==> config.mk <==
export PLATFORM = sky130hd
export DESIGN_NAME = ram_bus_arbiter
export DESIGN_NICKNAME = d
export VERILOG_FILES = /design/src/rtl/ram_arb_pkg.sv /design/src/rtl/ram_arb_watchdog.sv /design/src/rtl/ram_bus_arbiter.sv
export SDC_FILE = /design/constraint.sdc
export NUM_CORES = 1
export LEC_CHECK = 0
export CAP_MARGIN = 25
export CELL_PAD_IN_SITES_DETAIL_PLACEMENT = 0
export CELL_PAD_IN_SITES_GLOBAL_PLACEMENT = 1
export CORE_AREA = 5 5 179 95
export CTS_CLUSTER_SIZE = 10
export DETAILED_ROUTE_END_ITERATION = 8
export DIE_AREA = 0 0 184 100
export PLACE_DENSITY = 0.95
export SKIP_LAST_GASP = 1
export SLEW_MARGIN = 5
export SYNTH_ARGS = -nofsm -noshare
export SYNTH_HDL_FRONTEND = slang
export SYNTH_SLANG_ARGS = --single-unit
==> constraint.sdc <==
create_clock -name clk_i -period 6.2 [get_ports clk_i]
set_clock_uncertainty 0.15 [all_clocks]
set_input_delay 1.86 -clock clk_i [delete_from_list [all_inputs] [get_ports clk_i]]
set_output_delay 1.86 -clock clk_i [all_outputs]
set_load 0.02 [all_outputs]
==> src/rtl/ram_arb_pkg.sv <==
// ram_arb_pkg: grant encoding and defaults for the RAM bus arbiter.
// Optional AMO lock: RAM_ARB_AMO_LOCK_EN. Tag macros fall back when tags.svh is absent.
`ifndef ADDR_TAG_BITS
`define ADDR_TAG_BITS 4
`endif
`ifndef ADDR_TAG_MODE_MASK
`define ADDR_TAG_MODE_MASK 4'b0011
`endif
`ifndef ADDR_TAG_MODE_AMO
`define ADDR_TAG_MODE_AMO 4'b0010
`endif

package ram_arb_pkg;

    typedef enum logic [1:0] {
        GNT_NONE = 2'b00,
        GNT_M0   = 2'b01,
        GNT_M1   = 2'b10
    } grant_t;

    localparam int unsigned TIMEOUT_DEFAULT = 1024;

endpackage

==> src/rtl/ram_arb_watchdog.sv <==
// ram_arb_watchdog: counts stalled strobe cycles on the RAM bus and
// flags expiry one cycle after the limit is reached (0 = disabled).
module ram_arb_watchdog
    import ram_arb_pkg::*;
#(
    parameter int unsigned TIMEOUT_CYCLES = TIMEOUT_DEFAULT
) (
    input  logic clk,
    input  logic rst,
    input  logic stb,
    input  logic ack,
    input  logic restart,
    output logic expired
);

    generate
        if (TIMEOUT_CYCLES == 0) begin : g_off
            logic unused;
            assign unused  = ^{clk, rst, stb, ack, restart};
            assign expired = 1'b0;
        end else begin : g_on
            localparam int W = $clog2(TIMEOUT_CYCLES + 1);
            logic [W-1:0] count;
            logic         pending;

            // count stalled cycles; arm the forced ack when the limit is hit
            always_ff @(posedge clk) begin
                if (rst || restart || !stb || ack) begin
                    count   <= '0;
                    pending <= 1'b0;
                end else begin
                    pending <= (count == W'(TIMEOUT_CYCLES - 1));
                    count   <= count + 1'b1;
                end
            end

            assign expired = pending;
        end
    endgenerate

endmodule

==> src/rtl/ram_bus_arbiter.sv <==
// ram_bus_arbiter: two-master Wishbone arbiter in front of the RAM bus.
// Optional AMO lock keeps master 1 granted across RMW: RAM_ARB_AMO_LOCK_EN.
module ram_bus_arbiter
    import ram_arb_pkg::*;
#(
    parameter int          ROUND_ROBIN    = 1,
    parameter int unsigned TIMEOUT_CYCLES = TIMEOUT_DEFAULT
) (
    input  logic                      clk_i,
    input  logic                      rst_i,
    input  logic                      m0_cyc_i,
    input  logic                      m0_stb_i,
    input  logic                      m0_we_i,
    input  logic [3:0]                m0_sel_i,
    input  logic [31:0]               m0_addr_i,
    input  logic [`ADDR_TAG_BITS-1:0] m0_addr_tag_i,
    input  logic [31:0]               m0_data_i,
    output logic                      m0_ack_o,
    output logic [31:0]               m0_data_o,
    output logic                      m0_data_tag_o,
    input  logic                      m1_cyc_i,
    input  logic                      m1_stb_i,
    input  logic                      m1_we_i,
    input  logic [3:0]                m1_sel_i,
    input  logic [31:0]               m1_addr_i,
    input  logic [`ADDR_TAG_BITS-1:0] m1_addr_tag_i,
    input  logic [31:0]               m1_data_i,
    output logic                      m1_ack_o,
    output logic [31:0]               m1_data_o,
    output logic                      m1_data_tag_o,
    output logic                      cyc_o,
    output logic                      stb_o,
    output logic                      we_o,
    output logic [3:0]                sel_o,
    output logic [31:0]               addr_o,
    output logic [`ADDR_TAG_BITS-1:0] addr_tag_o,
    output logic [31:0]               data_o,
    input  logic                      ack_i,
    input  logic [31:0]               data_i,
    input  logic                      data_tag_i,
    output logic                      bus_err_o,
    output logic [1:0]                grant_o
);

    grant_t grant;
    grant_t winner;
    logic   last;
    logic   req0;
    logic   req1;
    logic   owner_cyc;
    logic   lock_hold;
    logic   arb_en;
    logic   restart;
    logic   expired;
    logic   force_ack;
    logic   ack_eff;
    logic   own0;
    logic   own1;

    assign req0      = m0_cyc_i & m0_stb_i;
    assign req1      = m1_cyc_i & m1_stb_i;
    assign own0      = (grant == GNT_M0);
    assign own1      = (grant == GNT_M1);
    assign owner_cyc = (own0 & m0_cyc_i) | (own1 & m1_cyc_i);
    assign force_ack = expired & ~ack_i;
    assign ack_eff   = ack_i | force_ack;

    // pick the next owner among current requesters
    always_comb begin
        winner = GNT_NONE;
        if (req0 && req1) begin
            winner = (ROUND_ROBIN != 0 && last) ? GNT_M0 : GNT_M1;
        end else if (req1) begin
            winner = GNT_M1;
        end else if (req0) begin
            winner = GNT_M0;
        end
    end

`ifdef RAM_ARB_AMO_LOCK_EN
    logic lock;
    logic m1_amo;
    logic lock_set;
    logic lock_clr;

    assign m1_amo   = ((m1_addr_tag_i & `ADDR_TAG_MODE_MASK)
                       == `ADDR_TAG_MODE_AMO);
    assign lock_set = ack_i & own1 & m1_stb_i & ~m1_we_i & m1_amo;
    assign lock_clr = lock & (force_ack
                      | (ack_i & own1 & m1_stb_i & m1_we_i & m1_amo));
    assign lock_hold = lock_set | (lock & ~lock_clr);

    // hold master 1 between the AMO read and its write-back
    always_ff @(posedge clk_i) begin
        if (rst_i) begin
            lock <= 1'b0;
        end else if (lock_set) begin
            lock <= 1'b1;
        end else if (lock_clr) begin
            lock <= 1'b0;
        end
    end
`else
    assign lock_hold = 1'b0;
`endif

    assign arb_en  = ((grant == GNT_NONE) | ~owner_cyc) & ~lock_hold;
    assign restart = arb_en & (winner != grant);

    // registered grant and last-served history
    always_ff @(posedge clk_i) begin
        if (rst_i) begin
            grant <= GNT_NONE;
            last  <= 1'b0;
        end else if (arb_en) begin
            grant <= winner;
            if (winner != GNT_NONE) begin
                last <= (winner == GNT_M1);
            end
        end
    end

    ram_arb_watchdog #(
        .TIMEOUT_CYCLES(TIMEOUT_CYCLES)
    ) u_wdog (
        .clk     (clk_i),
        .rst     (rst_i),
        .stb     (stb_o),
        .ack     (ack_eff),
        .restart (restart),
        .expired (expired)
    );

    // steer the owner's request onto the RAM bus; zero while idle
    always_comb begin
        cyc_o      = 1'b0;
        stb_o      = 1'b0;
        we_o       = 1'b0;
        sel_o      = '0;
        addr_o     = '0;
        addr_tag_o = '0;
        data_o     = '0;
        unique case (grant)
            GNT_M0: begin
                cyc_o      = m0_cyc_i;
                stb_o      = m0_stb_i;
                we_o       = m0_we_i;
                sel_o      = m0_sel_i;
                addr_o     = m0_addr_i;
                addr_tag_o = m0_addr_tag_i;
                data_o     = m0_data_i;
            end
            GNT_M1: begin
                cyc_o      = m1_cyc_i;
                stb_o      = m1_stb_i;
                we_o       = m1_we_i;
                sel_o      = m1_sel_i;
                addr_o     = m1_addr_i;
                addr_tag_o = m1_addr_tag_i;
                data_o     = m1_data_i;
            end
            default: ;
        endcase
    end

    assign m0_ack_o      = ack_eff & own0 & m0_stb_i;
    assign m1_ack_o      = ack_eff & own1 & m1_stb_i;
    assign m0_data_o     = (own0 & ~force_ack) ? data_i : 32'h0;
    assign m1_data_o     = (own1 & ~force_ack) ? data_i : 32'h0;
    assign m0_data_tag_o = own0 & ~force_ack & data_tag_i;
    assign m1_data_tag_o = own1 & ~force_ack & data_tag_i;
    assign bus_err_o     = force_ack;
    assign grant_o       = grant;

endmodule
======== After elaboration in Yosys (flattened, before gate mapping) ========
Index checks and enable logic that the tools add are counted.
word-level totals
  bits in registers ....................... 15
  input bits .............................. 186
  bits in read-only memories .............. 0
  bits in latches ......................... 0
  word-level logic and storage cells ...... 51
  output and inout port bits .............. 146
  bits in writable memories ............... 0
  memories ................................ 0
operators by class
  equality and inequality tests ........... 5
  order comparisons ....................... 0
  shifts and indexed selects .............. 0
  add/subtract/negate cells ............... 1
  multiplexer cells ....................... 13
  multiply operators ...................... 0
  div/mod/pow operators ................... 0
  bitwise logic cells ..................... 20
  reductions and logical operators ........ 8
operator list
  cell                     count
  $pmux W32 S2             2
  $mux W32                 2
  $pmux W4 S2              2
  $and A1 B1 Y1            14
  $add A11 B1 Y11 const B  1
  $eq A11 B10 Y1 const B   1
  $mux W2                  3
  $pmux W1 S2              3
  $eq A2 B2 Y1 const B     2
  $logic_or A1 B1 Y1       3
  $not A1 Y1               3
  $or A1 B1 Y1             3
  $eq A2 B1 Y1 const B     1
  $logic_not A2 Y1         1
  $ne A2 B2 Y1             1
  $reduce_and A2 Y1        1
  $reduce_bool A2 Y1       1
  $logic_and A1 B1 Y1      1
  $logic_not A1 Y1         1
  $mux W1                  1

======== Logic depth before layout (Yosys ltp) ========
Gate-level depths: netlist (run 1).
  depth after elaboration ................. 9
  mapped depth ............................ 7
  mapped depth without buffers ............ 6

======== Cells and area by module ========
From an unflattened synthesis (run 1), not the netlist that was laid out.
second synthesis, totals
  cell total of the unflattened synthesis .. 343
  area, all modules ....................... 2406.1 µm²
modules (own cells, without submodules)
  module            times used  area each (µm²)  cells an instance  seq. area each (µm²)
  ram_bus_arbiter   1           1901.8           290                60.1
  ram_arb_watchdog  1           504.2            53                 240.2

======== Worst setup path before layout (run 1) ========
No wires, ideal clock.
  path type ............................... input to output
  start ................................... input ack_i
  end ..................................... output m0_data_o[23]
  slack ................................... 1472 ps
  data arrival time ....................... 2718 ps
  cell stages on the path ................. 4
  path buffers ............................ 2
  path through ............................ nand2b_1 > clkbuf_1 > clkbuf_1 > and3_1
on the way
  word-level cells in the longest chain between the ends .. 5
RTL lines
  what             line                    source
  start, declared  ram_bus_arbiter.sv:38   input logic ack_i,
  $not A1 Y1       ram_bus_arbiter.sv:65   assign force_ack = expired & ~ack_i;
  $and A1 B1 Y1    ram_bus_arbiter.sv:65
  $not A1 Y1       ram_bus_arbiter.sv:168  assign m0_data_o = (own0 & ~force_ack) ? data_i : 32'h0;
  $and A1 B1 Y1    ram_bus_arbiter.sv:168
  $mux W32         ram_bus_arbiter.sv:168
  end, declared    ram_bus_arbiter.sv:19   output logic [31:0] m0_data_o,
No other way between the ends.

======== Final worst setup path (run 1) ========
  start ................................... input ack_i
  end ..................................... output m1_data_o[0]
on the way
  word-level cells in the longest chain between the ends .. 5
RTL lines
  what           line                    source
  $not A1 Y1     ram_bus_arbiter.sv:65
  $and A1 B1 Y1  ram_bus_arbiter.sv:65
  $not A1 Y1     ram_bus_arbiter.sv:169  assign m1_data_o = (own1 & ~force_ack) ? data_i : 32'h0;
  $and A1 B1 Y1  ram_bus_arbiter.sv:169
  $mux W32       ram_bus_arbiter.sv:169
  end, declared  ram_bus_arbiter.sv:29   output logic [31:0] m1_data_o,
No other way between the ends.

==> impl_metrics.csv, run 1 <==
group,metric,value,unit
final_layout,final_cells,849,
final_layout,num_antenna_cells,0,
synth,synth_top_area_frac,0.2302,
die,die_h,100,µm
die,start_util,0.1573,
synth,synth.net_count,533,
placement,routabilityCongestion,0.8333,
sta,relSlewSlack,0.3126,
sta,drv_slew,0,
route,via_count,3738,
clock_tree,clk_pin_slew,50,ps
die,num_rows,32,
placement,dp_cells,845,
clock_tree,cts-resized-gates,0,
clock_tree,clkSinkCount,15,
route,drt_iter0_drc,155,
sta,fmax,0.1770,GHz
clock_tree,htreeDepth,1,
die,dieArea,18400,µm²
route,drtAntennaViolNets,0,
critical_path,crit_required,4190,ps
global_routing,grt_max_degree,94,
clock_tree,cts_tree,"built",
synth,synthArstFlopShare,0,
route,firstDrtPassIters,4,
min_path,min_path_type,"flip-flop to flip-flop",
global_routing,grt.overflow.total,0,
global_routing,grt_usage,0.1404,
synth,avgSynthCellArea,6.942,µm²
synth,synth_ff_type,"dfxtp_1",
critical_path,critPathLaunch,"ack_i",
critical_path,r2r-start,"grant_o[1]$_SDFFE_PP0P_",
critical_path,critPathCaptureType,"output port",
sta,setup_ws,551.3,ps
clock_tree,cts_buffer_depth,2,
route,wl,14520,µm
die,core_area,15130,µm²
placement,port_buffers,331,
clock_tree,cts-root-buf,"clkbuf_16",
sta,fin_tns_setup,0,ps
final_layout,area_growth,150.1,%
sta,fin_crit,5649,ps
power_and_ir_drop,total_power,495.9,µW
route,avgViaCountPerCell,4.403,
min_path,hold_start,"u_wdog.g_on.count[0]$_SDFF_PP0_",
job,maxCapViolations,0,
outcome,outcome,"completed",
clock_tree,holdBufCountCts,0,
synth,synth_area_leaders,"a22oi_1, nor2b_1, and3_1",
clock_tree,worstSkewPairLatency,240,ps
die,fp.dieW,184,µm
placement,dp_hpwl,11840,µm
synth,yosysUniqueCellTypes,34,
synth,synth_enable_flop_cells,0,
critical_path,critPathKind,"input port to output port",
synth,synth-seq-cells,15,
placement,dpl_worst_slack,577.3,ps
power_and_ir_drop,ir_worst_vdd,79.22,µV
sta,finalSetupViolations,0,
synth,synth-seq-area-share,0.1261,
final_layout,final_util,0.3935,
critical_path,critPathLaunchType,"input port",
sta,final_hold_viol_count,0,
synth,yosys_warnings,0,
synth,yosysTopAreaCell,"a22oi_1",
final_layout,drive_above_1_share,0.03256,
synth,ys_top_cells_by_count,"nor2b_1, a22oi_1, and3_1",
synth,yosysMostFrequentCell,"nor2b_1",
route,wire_per_inst,17.11,µm
die,num_io_pins,332,
synth,synth_area,2381,µm²
synth,netlist_instances,343,
clock_tree,post_cts_buffers,0,
sta,tightest_slew,1031,ps
critical_path,cp.arrival,3640,ps
power_and_ir_drop,p_leak,0.002106,µW
clock_tree,cts_made_buffers,3,
global_routing,grt_pass1_wl,21050,µm
global_routing,grt_antenna_before_repair,1,
sta,rsz0062_at_grt,"false",
critical_path,critPathMaxFanout,67,
route,drc,0,
global_routing,grt_pass1_vias,3701,
final_layout,nets,836,
power_and_ir_drop,p_per_area,83.27,nW/µm²
sta,min_period_over_period,0.9111,
==> final timing paths <==
path | slack, ps | to | cells past startpoint
setup / recovery | 550 | m1_data_o[0] | 5
setup reg to reg | 3450 | u_wdog.expired$_SDFF_PP0_ | 7
hold / removal | 310 | u_wdog.g_on.count[0]$_SDFF_PP0_ | 1
hold reg to reg | 310 | u_wdog.g_on.count[0]$_SDFF_PP0_ | 1
==> where the power goes <==
| group | switching (µW) | leakage, µW | total (µW) | internal [µW] |
|---|---|---|---|---|
| clock network | 36.1 | 0.0000382 | 123 | 86.8 |
| logic | 103 | 0.00195 | 274 | 171 |
| registers | 1.28 | 0.000121 | 99.0 | 97.7 |
==> placed cells by master, fill, tap and decap left out <==
cell type	instances
nor2b_1	74
buf_12	1
ha_4	2
and4_4	1
xnor2_1	7
and4b_1	1
clkdlybuf4s50_1	331
buf_4	5
nor4_4	1
a22oi_1	73
and3_1	66
a31oi_1	1
or2_2	1
and3b_1	1
o311ai_4	1
ha_1	1
nor3_1	6
nor4_1	2
xor2_1	2
nand4_1	1
a21oi_1	2
nand3_1	4
a211oi_1	1
nand4b_1	1
nand2_1	8
dfxtp_1	15
a21boi_2	1
and3_2	1
nand2b_2	1
inv_1	4
clkbuf_1	1
clkbuf_16	3
nand2_2	1
a22oi_4	1
nor2_1	21
o22ai_1	1
ha_2	1
==> routing by layer <==
metal,share of wire,wire [µm],track usage,up-vias
met1,0.44,6461,0.1904,1685
met5,0.00090,13,0,-
li1,-,-,-,1857
met4,0.0073,106,0.01533,2
met2,0.45,6520,0.2256,184
met3,0.098,1422,0.04598,10
==> sequential cells by signal, summed over array words and instances, names as in the netlist <==
name,count
grant_o,2
last,1
u_wdog.g_on.count,11
u_wdog.expired,1
==> stage by stage <==
stage,hold slack [ps],cell area [µm²]
4_1_cts,313.1,5956
2_1_floorplan,267.6,2381
3_5_place_dp,306.6,5877
5_1_grt,325.9,5956
3_3_place_gp,288.7,5877
6_report,314.7,5956
==> area by class of cell <==
cell class | instances | area, µm²
fill | 1552 | 9179
multi-input combinational | 285 | 1936
timing repair buffer | 337 | 3371
tap | 204 | 255.2
clock buffer | 4 | 78.83
inverter | 4 | 15.01
sequential | 15 | 300.3
==> critical path, cell delays in order <==
cell,delay (ps)
clkdlybuf4s50_1,510
nand2b_2,160
buf_12,210
and3_1,230
clkdlybuf4s50_1,630
==> logic make-up after synthesis <==
family,count (synthesis),synth area share
simple gates,191,0.4787
compound gates,81,0.2675
buf+inv,43,0.07357
flops,15,0.1261
xor+xnor,9,0.03311
fa+ha+maj,4,0.02102
(Power assumes the default switching activity.)
==> inputs of run 2 (changes only) <==
CELL_PAD_IN_SITES_DETAIL_PLACEMENT = unset   (was 0)
CELL_PAD_IN_SITES_GLOBAL_PLACEMENT = unset   (was 1)
CORE_AREA = 5 5 125 127   (was 5 5 179 95)
DIE_AREA = 0 0 130 132   (was 0 0 184 100)
PLACE_DENSITY = 0.7   (was 0.95)
==> run 2 against run 1 <==
Effect of this change: via count up 2.8%; setup slack better by 6.0 ps; hold slack worse by 15 ps; die area down 6.7%; cell count down 2.5%.
==> impl_metrics.csv, run 2 (synthesis gave the netlist of run 1 again) <==
group,metric,value,unit
final_layout,mostFrequentLayoutCells,"clkdlybuf4s50_1, nor2b_1, a22oi_1",
die,die_h,132,µm
die,dieArea,17160,µm²
final_layout,final_cells,828,
min_path,min_path_type,"flip-flop to flip-flop",
route,drtAntennaViolNets,0,
clock_tree,cts_tree,"built",
sta,hold_slack,299.8,ps
sta,fmax,0.1772,GHz
critical_path,critPathCaptureType,"output port",
placement,dpl_worst_slack,558.9,ps
clock_tree,clkSinkCount,15,
critical_path,critPathLaunchType,"input port",
clock_tree,cts-resized-gates,0,
final_layout,largest_register,"u_wdog.g_on.count",
route,drt_iter0_drc,201,
sta,final_hold_viol_count,0,
placement,dp_hpwl,11690,µm
final_layout,area_growth,150.3,%
final_layout,largest_reg_flops,11,
global_routing,grt_max_degree,109,
route,drc,0,
clock_tree,post_cts_buffers,0,
global_routing,grt_pass1_vias,3815,
power_and_ir_drop,p_leak,0.002112,µW
sta,relSlewSlack,0.6200,
die,core_area,14310,µm²
route,wire_per_inst,17.75,µm
critical_path,cp.arrival,3630,ps
die,start_util,0.1663,
power_and_ir_drop,p_per_area,84.44,nW/µm²
global_routing,grt.overflow.total,0,
clock_tree,clk_pin_slew,50,ps
final_layout,nFillCells,1368,
clock_tree,holdBufCountCts,0,
route,via_count,3843,
final_layout,num_antenna_cells,0,
final_layout,final_area,5959,µm²
job,maxCapViolations,0,
global_routing,grt_antenna_before_repair,0,
placement,place_area,5819,µm²
critical_path,crit_required,4190,ps
clock_tree,cts_made_buffers,3,
clock_tree,cts_buffer_depth,2,
final_layout,mostFrequentLayoutCell,"clkdlybuf4s50_1",
final_layout,drive_above_1_share,0.03106,
sta,min_period_over_period,0.9101,
global_routing,grt_usage,0.1535,
sta,tightest_slew,570.0,ps
sta,drv_slew,0,
sta,setup_ws,557.3,ps
placement,dp_cells,821,
placement,port_buffers,331,
clock_tree,htreeDepth,1,
route,wl,14700,µm
die,num_rows,44,
route,avgViaCountPerCell,4.641,
route,firstDrtPassIters,7,
clock_tree,cts-root-buf,"clkbuf_16",
sta,fin_tns_setup,0,ps
sta,rsz0062_at_grt,"false",
critical_path,critPathMaxFanout,67,
critical_path,critPathKind,"input port to output port",
outcome,outcome,"completed",
clock_tree,worstSkewPairLatency,250,ps
final_layout,nets,835,
die,num_io_pins,332,
sta,fin_crit,5643,ps
sta,finalSetupViolations,0,
die,fp.dieW,130,µm
placement,routabilityCongestion,0.8666,
power_and_ir_drop,ir_worst_vdd,74.73,µV
global_routing,grt_pass1_wl,21180,µm
## run 2: changes by cell type in the layout (fill, tap and decap cells not counted)
cell	delta
clkinv_2	+1
clkbuf_1	-1
buf_4	-4
buf_12	+3
nand2b_2	-1
nand2b_1	+1
## run 2: worst paths after layout
path | from | endpoint | slack [ps] | cells after the start
hold reg to reg | u_wdog.g_on.count[0]$_SDFF_PP0_ | u_wdog.g_on.count[0]$_SDFF_PP0_ | 300 | 1
setup / recovery | ack_i | m1_data_o[2] | 560 | 5
hold / removal | u_wdog.g_on.count[0]$_SDFF_PP0_ | u_wdog.g_on.count[0]$_SDFF_PP0_ | 300 | 1
setup reg to reg | grant_o[0]$_SDFFE_PP0P_ | u_wdog.g_on.count[9]$_SDFF_PP0_ | 3860 | 6
## run 2: layer usage
metal | wire length (µm) | global-route usage
met5 | 0 | 0
met2 | 7493 | 0.2905
met1 | 5225 | 0.1665
met4 | 197 | 0.02656
met3 | 1782 | 0.04822
## run 2: power breakdown
group | internal [µW] | switching [µW]
Sequential | 97.6 | 1.40
Combinational | 173 | 104
Clock | 86.2 | 40.9
## run 2: stage by stage
step	utilization	total power (µW)
2_1_floorplan	-	194.9
3_3_place_gp	0.4066	370.4
3_5_place_dp	0.4066	373.7
4_1_cts	0.4122	502.6
5_1_grt	0.4163	525.2
6_report	0.4163	503.2
## run 2: critical path, stage by stage
cell             delay [ps]
clkdlybuf4s50_1         520
nand2b_1                170
buf_12                  220
and3_1                  200
clkdlybuf4s50_1         630
## run 2: area by class of cell
type                            instances  area, µm²  share of cell area
Timing Repair Buffer                  336       3401              0.5706
Multi-Input combinational cell        285       1933              0.3244
Sequential cell                        15      300.3             0.05039
Tap cell                              184      230.2             0.03863
Clock buffer                            3      75.07             0.01260
Inverter                                4      15.01            0.002519
Clock inverter                          1      5.005           0.0008398
==> inputs of run 3 (changes only) <==
CAP_MARGIN = 20   (was 25)
==> run 3 against run 2 <==
Effect of this change: critical path type unchanged; die area did not move; highest routed layer unchanged; critical endpoint is now m1_data_o[0]; first-iteration DRC count fell by 6.5%; register-to-register slack got worse by 240 ps; fmax rose by 0.15%.
==> impl_metrics.csv, run 3 (synthesis gave the netlist of run 1 again) <==
group,metric,value,unit
global_routing,grt_antenna_before_repair,0,
global_routing,grt_pass1_wl,21180,µm
route,drt_iter0_drc,188,
critical_path,timing.rr.end,"u_wdog.g_on.count[9]$_SDFF_PP0_",
clock_tree,post_cts_buffers,0,
route,via_count,3842,
route,drc,0,
critical_path,reg2regPathDepth,6,
global_routing,grt_max_degree,109,
clock_tree,clkSinkCount,15,
power_and_ir_drop,netSwitchingFraction,0.2903,
sta,min_period_over_period,0.9088,
critical_path,crit_required,4190,ps
min_path,min_path_type,"flip-flop to flip-flop",
final_layout,nFillCells,1370,
clock_tree,cts-root-buf,"clkbuf_16",
final_layout,final_area,5939,µm²
placement,routabilityCongestion,0.8666,
sta,drv_slew,0,
critical_path,critPathCaptureType,"output port",
sta,finalSetupViolations,0,
critical_path,rrSetupSlack,3620,ps
power_and_ir_drop,p_per_area,84.41,nW/µm²
die,dieArea,17160,µm²
clock_tree,clk_pin_slew,50,ps
final_layout,area_growth,149.4,%
route,drtAntennaViolNets,0,
final_layout,mostFrequentLayoutCell,"clkdlybuf4s50_1",
final_layout,nets,834,
global_routing,grt_pass1_vias,3815,
clock_tree,cts_buffer_depth,2,
critical_path,critPathMaxFanout,67,
outcome,outcome,"completed",
power_and_ir_drop,clkPwrFrac,0.252,
power_and_ir_drop,p_switching,145.5,µW
final_layout,num_antenna_cells,0,
final_layout,final-seq-area,300.3,µm²
sta,fin_tns_setup,0,ps
sta,relSlewSlack,0.2621,
placement,dp_cells,821,
final_layout,final_cells,827,
sta,tightest_slew,1107,ps
final_layout,multiInputGateArea,1933,µm²
die,core_area,14310,µm²
clock_tree,cts_made_buffers,3,
critical_path,critical_path.endpoint,"m1_data_o[0]",
route,wl,14670,µm
final_layout,mostFrequentLayoutCells,"clkdlybuf4s50_1, nor2b_1, a22oi_1",
die,start_util,0.1663,
power_and_ir_drop,p_leak,0.002104,µW
die,fp.dieW,130,µm
global_routing,grt_usage,0.1535,
power_and_ir_drop,ir_worst_vdd,72.57,µV
clock_tree,cts_tree,"built",
power_and_ir_drop,comb_power_share,0.550,
sta,rsz0062_at_grt,"false",
placement,place_area,5819,µm²
job,maxCapViolations,0,
clock_tree,worstSkewPairLatency,250,ps
route,avgViaCountPerCell,4.646,
clock_tree,holdBufCountCts,0,
die,num_io_pins,332,
placement,dpl_worst_slack,558.9,ps
critical_path,critPathLaunchType,"input port",
final_layout,drive_above_1_share,0.02955,
sta,fmax,0.1775,GHz
sta,fin_crit,5634,ps
power_and_ir_drop,p_seq_frac,0.198,
sta,final_hold_viol_count,0,
final_layout,largest_register,"u_wdog.g_on.count",
die,die_h,132,µm
route,wire_per_inst,17.74,µm
placement,dp_hpwl,11690,µm
critical_path,r2r-start,"grant_o[0]$_SDFFE_PP0P_",
critical_path,critPathKind,"input port to output port",
sta,setup_ws,565.7,ps
route,firstDrtPassIters,7,
die,num_rows,44,
placement,port_buffers,331,
critical_path,critPathLaunch,"ack_i",
critical_path,cp.arrival,3620,ps
clock_tree,cts-resized-gates,0,
clock_tree,htreeDepth,1,
power_and_ir_drop,p_int,355.8,µW
global_routing,grt.overflow.total,0,
final_layout,largest_reg_flops,11,
==> run 3: cell count changes in the layout (fill, tap and decap cells not counted), sizes merged <==
cell and delta:
buf -1
==> run 3: cell type report <==
| class | count | area share |
|---|---|---|
| timing repair buffer | 335 | 0.5692 |
| multi-input combinational | 285 | 0.3255 |
| sequential | 15 | 0.05056 |
| tap | 184 | 0.03876 |
| clock buffer | 3 | 0.01264 |
| inverter | 4 | 0.002528 |
| clock inverter | 1 | 0.0008426 |
==> run 3: worst max-delay path, cell delays in order <==
cell             delay, ps
clkdlybuf4s50_1        520
nand2b_1               170
buf_12                 230
and3_1                 200
clkdlybuf4s50_1        630
==> run 3: worst min path at each step <==
stage | start | to | slack (ps) | cells after the start
after CTS | u_wdog.g_on.count[0]$_SDFF_PP0_ | u_wdog.g_on.count[0]$_SDFF_PP0_ | 300 | 1
final | u_wdog.g_on.count[0]$_SDFF_PP0_ | u_wdog.g_on.count[0]$_SDFF_PP0_ | 300 | 1
after global placement | u_wdog.g_on.count[0]$_SDFF_PP0_ | u_wdog.g_on.count[0]$_SDFF_PP0_ | 280 | 1
after global routing | u_wdog.g_on.count[0]$_SDFF_PP0_ | u_wdog.g_on.count[0]$_SDFF_PP0_ | 330 | 1
after floorplan | u_wdog.g_on.count[0]$_SDFF_PP0_ | u_wdog.g_on.count[0]$_SDFF_PP0_ | 270 | 1
after detailed placement | u_wdog.g_on.count[0]$_SDFF_PP0_ | u_wdog.g_on.count[0]$_SDFF_PP0_ | 290 | 1
==> run 3: power by group through the flow <==
| stage | Sequential [µW] | Clock (µW) | Combinational [µW] |
|---|---|---|---|
| after floorplan | 101 | 0 | 93.8 |
| after global placement | 101 | 0 | 270 |
| after detailed placement | 101 | 0 | 273 |
| after CTS | 99.0 | 130 | 274 |
| after global routing | 99.1 | 133 | 292 |
| final | 99.1 | 126 | 276 |
==> run 3: layer usage <==
layer  vias up  global-route usage  wire (µm)  part of all wire
li1       1849                   -          -                 -
met5         -                   0          0                 0
met3        10             0.04822       1771              0.12
met4         0             0.02656        133            0.0091
met1      1746              0.1665       5294              0.36
met2       237              0.2905       7472              0.51
==> run 3: through the flow <==
stage / hold slack [ps] / total power, µW / util
floorplan: 267.6 / 194.9 / -
global placement: 278.9 / 370.4 / 0.4066
detailed placement: 294.5 / 373.7 / 0.4066
CTS: 301.6 / 502.6 / 0.4122
global route: 326.0 / 524.0 / 0.4149
finish: 298.2 / 501.4 / 0.4149
